[config.mk]
export PLATFORM = sky130hd
export DESIGN_NAME = mc_control_fsm
export DESIGN_NICKNAME = d
export VERILOG_FILES = /design/src/rtl/mc_control_fsm.sv
export SDC_FILE = /design/constraint.sdc
export NUM_CORES = 1
export LEC_CHECK = 0
export BUFFER_PORTS_ARGS = -buffer_cell sky130_fd_sc_hd__buf_2
export CAP_MARGIN = 20
export CORE_MARGIN = 1.5
export CORE_UTILIZATION = 37
export DETAILED_ROUTE_END_ITERATION = 8
export PLACE_DENSITY = 0.76
export SETUP_SLACK_MARGIN = 0.05
export SLEW_MARGIN = 20
export SYNTH_ARGS = -nofsm -noshare
export SYNTH_HDL_FRONTEND = slang
export SYNTH_SLANG_ARGS = --single-unit
[constraint.sdc]
create_clock -name clk -period 1.65 [get_ports clk]
set_input_delay 0.33 -clock clk [delete_from_list [all_inputs] [get_ports clk]]
set_output_delay 0.33 -clock clk [all_outputs]
set_load 0.01 [all_outputs]
[src/rtl/mc_control_fsm.sv]
`default_nettype none
// ============================================================================
// Module      : mc_control_fsm
// Description : Moore control FSM for a multi-cycle RV32 subset core.
//               Sequences fetch, decode, memory, ALU, branch and jal steps
//               and drives the datapath write enables and mux selects.
// Revision    : 1.0 - initial release
// ============================================================================
module mc_control_fsm #(
    parameter int USE_MEM_READY = 1
) (
    input  logic        clk,
    input  logic        srst,
    input  logic [31:0] instr,
    input  logic        mem_ready,
    input  logic        zero,
    input  logic        negative,
    input  logic        carry,
    input  logic        over_flow,
    output logic        pc_w,
    output logic        ir_w,
    output logic        mem_w,
    output logic        reg_w,
    output logic        adr_src,
    output logic [1:0]  alu_src_a,
    output logic [1:0]  alu_src_b,
    output logic [1:0]  result_src,
    output logic [1:0]  imm_src,
    output logic [2:0]  alu_control,
    output logic        illegal,
    output logic [3:0]  state
);

    // State encoding (FETCH must stay 4'd0: it is the visible reset value)
    localparam logic [3:0] c_FETCH    = 4'd0;
    localparam logic [3:0] c_DECODE   = 4'd1;
    localparam logic [3:0] c_MEMADR   = 4'd2;
    localparam logic [3:0] c_MEMREAD  = 4'd3;
    localparam logic [3:0] c_MEMWB    = 4'd4;
    localparam logic [3:0] c_MEMWRITE = 4'd5;
    localparam logic [3:0] c_EXECUTER = 4'd6;
    localparam logic [3:0] c_EXECUTEI = 4'd7;
    localparam logic [3:0] c_ALUWB    = 4'd8;
    localparam logic [3:0] c_BRANCH   = 4'd9;
    localparam logic [3:0] c_JAL      = 4'd10;

    // Opcodes
    localparam logic [6:0] c_OP_LOAD   = 7'b0000011;
    localparam logic [6:0] c_OP_STORE  = 7'b0100011;
    localparam logic [6:0] c_OP_R      = 7'b0110011;
    localparam logic [6:0] c_OP_I      = 7'b0010011;
    localparam logic [6:0] c_OP_BRANCH = 7'b1100011;
    localparam logic [6:0] c_OP_JAL    = 7'b1101111;

    // ALU operations
    localparam logic [2:0] c_ALU_ADD = 3'b000;
    localparam logic [2:0] c_ALU_SUB = 3'b001;
    localparam logic [2:0] c_ALU_AND = 3'b010;
    localparam logic [2:0] c_ALU_OR  = 3'b011;
    localparam logic [2:0] c_ALU_XOR = 3'b100;
    localparam logic [2:0] c_ALU_SLT = 3'b101;

    logic [3:0] r_state;
    logic [3:0] w_next;
    logic       w_ready;

    logic [6:0] w_opcode;
    logic [2:0] w_funct3;
    logic [6:0] w_funct7;
    logic       w_unused;

    logic [3:0] w_dec_next;
    logic       w_dec_bad;
    logic       w_taken;
    logic [2:0] w_alu_op;

    logic       w_pc_w;
    logic       w_ir_w;
    logic       w_mem_w;
    logic       w_reg_w;
    logic       w_illegal;

    assign w_opcode = instr[6:0];
    assign w_funct3 = instr[14:12];
    assign w_funct7 = instr[31:25];
    // Register/immediate fields belong to the datapath, not to control
    assign w_unused = ^{instr[24:15], instr[11:7]};

    // With the handshake disabled every memory access completes immediately
    generate
        if (USE_MEM_READY != 0) begin : g_use_ready
            assign w_ready = mem_ready;
        end else begin : g_no_ready
            logic w_unused_ready;
            assign w_unused_ready = mem_ready;
            assign w_ready        = 1'b1;
        end
    endgenerate

    // Instruction legality check and DECODE successor state
    always_comb begin
        w_dec_bad  = 1'b0;
        w_dec_next = c_FETCH;
        case (w_opcode)
            c_OP_LOAD, c_OP_STORE: begin
                if (w_funct3 != 3'b010) w_dec_bad = 1'b1;
                else                    w_dec_next = c_MEMADR;
            end
            c_OP_R: begin
                if (w_funct3 == 3'b001 || w_funct3 == 3'b011 || w_funct3 == 3'b101)
                    w_dec_bad = 1'b1;
                else if (!(w_funct7 == 7'b0000000 ||
                           (w_funct7 == 7'b0100000 && w_funct3 == 3'b000)))
                    w_dec_bad = 1'b1;
                else
                    w_dec_next = c_EXECUTER;
            end
            c_OP_I: begin
                if (w_funct3 == 3'b001 || w_funct3 == 3'b011 || w_funct3 == 3'b101)
                    w_dec_bad = 1'b1;
                else
                    w_dec_next = c_EXECUTEI;
            end
            c_OP_BRANCH: begin
                if (w_funct3 == 3'b010 || w_funct3 == 3'b011) w_dec_bad = 1'b1;
                else                                          w_dec_next = c_BRANCH;
            end
            c_OP_JAL: w_dec_next = c_JAL;
            default:  w_dec_bad  = 1'b1;
        endcase
        if (w_dec_bad) w_dec_next = c_FETCH;
    end

    // Branch condition from flags of rs1 - rs2 (carry means no borrow)
    always_comb begin
        case (w_funct3)
            3'b000:  w_taken = zero;
            3'b001:  w_taken = !zero;
            3'b100:  w_taken = negative ^ over_flow;
            3'b101:  w_taken = !(negative ^ over_flow);
            3'b110:  w_taken = !carry;
            3'b111:  w_taken = carry;
            default: w_taken = 1'b0;
        endcase
    end

    // ALU operation for R/I-type execute; funct7 only selects sub for R-type
    always_comb begin
        case (w_funct3)
            3'b000:  w_alu_op = (w_opcode == c_OP_R && w_funct7[5]) ? c_ALU_SUB : c_ALU_ADD;
            3'b010:  w_alu_op = c_ALU_SLT;
            3'b100:  w_alu_op = c_ALU_XOR;
            3'b110:  w_alu_op = c_ALU_OR;
            3'b111:  w_alu_op = c_ALU_AND;
            default: w_alu_op = c_ALU_ADD;
        endcase
    end

    // Per-state datapath controls and next-state selection
    always_comb begin
        w_next      = r_state;
        w_pc_w      = 1'b0;
        w_ir_w      = 1'b0;
        w_mem_w     = 1'b0;
        w_reg_w     = 1'b0;
        w_illegal   = 1'b0;
        adr_src     = 1'b0;
        alu_src_a   = 2'b00;
        alu_src_b   = 2'b00;
        result_src  = 2'b00;
        imm_src     = 2'b00;
        alu_control = c_ALU_ADD;
        case (r_state)
            c_FETCH: begin
                alu_src_b  = 2'b10;
                result_src = 2'b10;
                w_ir_w     = w_ready;
                w_pc_w     = w_ready;
                w_next     = w_ready ? c_DECODE : c_FETCH;
            end
            c_DECODE: begin
                alu_src_a = 2'b01;
                alu_src_b = 2'b01;
                imm_src   = 2'b10;
                w_illegal = w_dec_bad;
                w_next    = w_dec_next;
            end
            c_MEMADR: begin
                alu_src_a = 2'b10;
                alu_src_b = 2'b01;
                imm_src   = (w_opcode == c_OP_STORE) ? 2'b01 : 2'b00;
                w_next    = (w_opcode == c_OP_STORE) ? c_MEMWRITE : c_MEMREAD;
            end
            c_MEMREAD: begin
                adr_src = 1'b1;
                w_next  = w_ready ? c_MEMWB : c_MEMREAD;
            end
            c_MEMWB: begin
                result_src = 2'b01;
                w_reg_w    = 1'b1;
                w_next     = c_FETCH;
            end
            c_MEMWRITE: begin
                adr_src = 1'b1;
                w_mem_w = 1'b1;
                w_next  = w_ready ? c_FETCH : c_MEMWRITE;
            end
            c_EXECUTER: begin
                alu_src_a   = 2'b10;
                alu_control = w_alu_op;
                w_next      = c_ALUWB;
            end
            c_EXECUTEI: begin
                alu_src_a   = 2'b10;
                alu_src_b   = 2'b01;
                alu_control = w_alu_op;
                w_next      = c_ALUWB;
            end
            c_ALUWB: begin
                w_reg_w = 1'b1;
                w_next  = c_FETCH;
            end
            c_BRANCH: begin
                alu_src_a   = 2'b10;
                alu_control = c_ALU_SUB;
                imm_src     = 2'b10;
                w_pc_w      = w_taken;
                w_next      = c_FETCH;
            end
            c_JAL: begin
                alu_src_a = 2'b01;
                alu_src_b = 2'b10;
                imm_src   = 2'b11;
                w_pc_w    = 1'b1;
                w_next    = c_ALUWB;
            end
            default: w_next = c_FETCH;
        endcase
    end

    // State register with synchronous active-low reset
    always_ff @(posedge clk) begin
        if (!srst) r_state <= c_FETCH;
        else       r_state <= w_next;
    end

    // Writes and the debug state are forced quiet for as long as reset is low
    assign pc_w    = srst & w_pc_w;
    assign ir_w    = srst & w_ir_w;
    assign mem_w   = srst & w_mem_w;
    assign reg_w   = srst & w_reg_w;
    assign illegal = srst & w_illegal;
    assign state   = srst ? r_state : c_FETCH;

endmodule
`default_nettype wire

==> results.tsv <==
stage	metric	value	unit
detailed_routing	Residual DRC	0	
floorplanning	Rows	17	
global_route	pin count of the biggest net entering global routing	9	
clock_tree	clock sink count	4	
detailed_routing	drt initial violations	24	
setup_path	Required @ worst endpoint	1.32	ns
floorplanning	die height	50.92	µm
final_layout	Storage cell area	92.59	µm²
timing	minimum clock period	1.855	ns
global_route	initial antenna violation count	0	
clock_tree	TritonCTS Buffers	3	
global_route	number of global-route vias before repair	1226	
detailed_routing	routed vias	1251	
setup_path	kind of critical path	input pin to primary output	
pwr	Sw Pwr	168.0	µW
synth	largest cells by area after synthesis	dfxtp_1 (9.4%), nor2_1 (5.7%), nor3_1 (4.1%)	
final_layout	fillers	176	
status	outcome	finished with violations	
pwr	Pwr Density	281.8	nW/µm²
clock_tree	Clk Latency, worst-skew pair	0.23	ns
setup_path	R2R setup slack	0.27	ns
pwr	Clock Power Share	0.260	
pwr	sequential share of power	0.208	
clock_tree	cts hold-fix bufs	0	
synth	asr flop ratio synth	0	
synth	Yosys cell types	54	
timing	final setup violating endpoints	5	
synth	area leader, netlist	dfxtp_1	
final_layout	Area Growth Syn to Fin	94.40	%
synth	Post-Synthesis Cells	119	
timing	Final Hold Viols	0	
place	Placed Instances	218	
synth	sequential element share of the synthesized area	0.09426	
detailed_routing	router iterations before antenna repair	4	
synth	top-count cell post-synth	nor2_1	
min_path	hold crit path type	input pin to register	
timing	Peak Freq	0.5390	GHz
timing	final worst slack	-0.2054	ns
final_layout	Top reg by flops	r_state	
status	failing checks	setup timing	
setup_path	Worst Path Arrival	1.53	ns
pwr	LEAKAGE	0.7486	nW
synth	Post-synth top flop	dfxtp_1	
setup_path	crit path capture type	primary output	
place	Port Buf Inserts	44	
clock_tree	clock root cell	clkbuf_4	
detailed_routing	drt total wl	3.278	mm
detailed_routing	routed len/inst	14.44	µm
final_layout	final layout net count	240	
final_layout	Non-Filler Instances	227	
synth	cell area after synthesis	849.6	µm²
synth	Warnings, synthesis	0	
clock_tree	H-tree depth	1	
timing	Slew HR	0.8257	
clock_tree	clk buf depth	2	
global_route	GRT Overall Usage	0.2629	
flow_run	max_cap viols	0	
final_layout	n_diodes	0	
clock_tree	Clock transition at path regs	0.04	ns
floorplanning	Initial Util	0.3878	
synth	Syn Nets	158	
floorplanning	# IOs	60	
timing	final slew viol count	0	
final_layout	footprint of the multi-input gates	903.4	µm²
global_route	first-pass GRT wire length	5.361	mm
place	GPL Wtd Cong	0.9354	
timing	RSZ-0062 raised after global routing	yes	
place	Setup WS pre-CTS	-0.2518	ns
pwr	worst ir drop on vdd	0.2354	mV
setup_path	Startpoint Class	input pin	
synth	Seq cells post-synth	4	
floorplanning	die area	2592	µm²
floorplanning	Core Box Area	2191	µm²
synth	Synth top area share	0.09426	
timing	final setup skew	0.0002167	ns
pwr	switch share	0.3611	
detailed_routing	Antenna Violating Nets Remaining	0	
synth	Commonest cells post-synth	nor2_1 (13), nand2_1 (9), clkbuf_1 (7), nor3_1 (7)	
pwr	Power Internal	297.3	µW
final_layout	max FFs per register	4	
synth	syn_area_per_cell	7.139	µm²
synth	Post-synth EDFFs	0	
global_route	remaining global-route overflow	0	
final_layout	biggest regs	r_state x4	
pwr	Comb pwr share	0.532	
clock_tree	CTS tree	built	
detailed_routing	routed vias/inst	5.511	
floorplanning	die width	50.92	µm
timing	part of the cycle the worst path needs	1.124	
place	DP HPWL	2.458	mm
final_layout	fraction of layout cells with a size suffix above 1	0.6784	
setup_path	crit-path max FO	3	
timing	Tightest Pin Transition	0.2609	ns
[layer usage]
metal	part of all wire	GRT usage
met5	0	0
met4	0.015	0.04054
met3	0.040	0.03801
met1	0.37	0.2908
met2	0.57	0.5260
[repair_timing]
| item | 4_1_cts | 5_1_grt |
|---|---|---|
| gates resized for setup | 34 | 15 |
| endpoints found under the hold margin | 0 | 0 |
| pin swaps | 8 | 12 |
| setup endpoints to repair | 13 | 14 |
| setup buffers | 6 | 1 |
[worst max-delay path: stages]
cell and delay (ns):
buf_6 0.09, or2_4 0.27, nor3_4 0.17, a41oi_2 0.14, or3_1 0.34, o21ai_2 0.06, buf_2 0.13
[final cells by class]
type,instances,area share
Clock buffer,3,0.01364
Inverter,2,0.004545
Timing Repair Buffer,88,0.3576
Multi-Input combinational cell,102,0.5470
Tap cell,28,0.02121
Sequential cell,4,0.05606
[cells by family after synthesis]
family                 after synthesis  share of synthesized area
buffers and inverters               13                    0.09573
AND/OR/NAND/NOR                     60                     0.4006
flip-flops                           4                    0.09426
XOR/XNOR                             6                    0.06186
multiplexers                         1                    0.01178
AO/OA/AOI/OAI                       35                     0.3358
[cell usage in the layout (no fill, tap or decap), types with 2 or more instances in the layout]
master     n
a21oi_1    3
a22oi_1    2
and2_1     4
buf_2     43
buf_4     35
buf_6     10
clkbuf_4   3
dfxtp_4    3
inv_1      2
nand2_1    8
nand2b_4   4
nand3_1    2
nand3_2    2
nand3b_1   2
nor2_1    10
nor2_4     2
nor2b_1    2
nor3_1     5
nor3_4     2
o21ai_0    4
o22ai_2    3
or2_4      2
xnor2_1    3
xor2_1     2
[final timing paths]
path / startpoint / depth (start not counted) / endpoint
hold reg to reg: r_state[1]$_SDFF_PN0_ / 3 / r_state[3]$_SDFF_PN0_
setup reg to reg: r_state[2]$_SDFF_PN0_ / 6 / r_state[0]$_SDFF_PN0_
hold / removal: srst / 3 / r_state[3]$_SDFF_PN0_
setup / recovery: instr[2] / 7 / alu_control[0]
[power groups by stage]
stage          Sequential, mW  Clock, mW  Combinational [mW]
2_1_floorplan           0.101          0               0.108
3_3_place_gp            0.102          0               0.201
3_5_place_dp            0.102          0               0.210
4_1_cts                0.0968      0.122               0.232
5_1_grt                0.0970      0.133               0.268
6_report               0.0970      0.121               0.248
[metrics by stage]
step	hold slack (ns)	util	setup TNS [ns]	instance area [µm²]	power [mW]
finish	0.3943	0.7539	-0.4652	1652	0.4654
global route	0.4025	0.7539	-0.7865	1652	0.4974
CTS	0.3865	0.7167	-0.4968	1570	0.4503
detailed placement	0.6351	0.6156	-1.186	1349	0.3122
global placement	0.6167	0.6156	-0.8211	1349	0.3031
floorplan	0.4461	-	-0.02948	890.9	0.2091
Note: power is estimated with default switching activity, not from simulation.
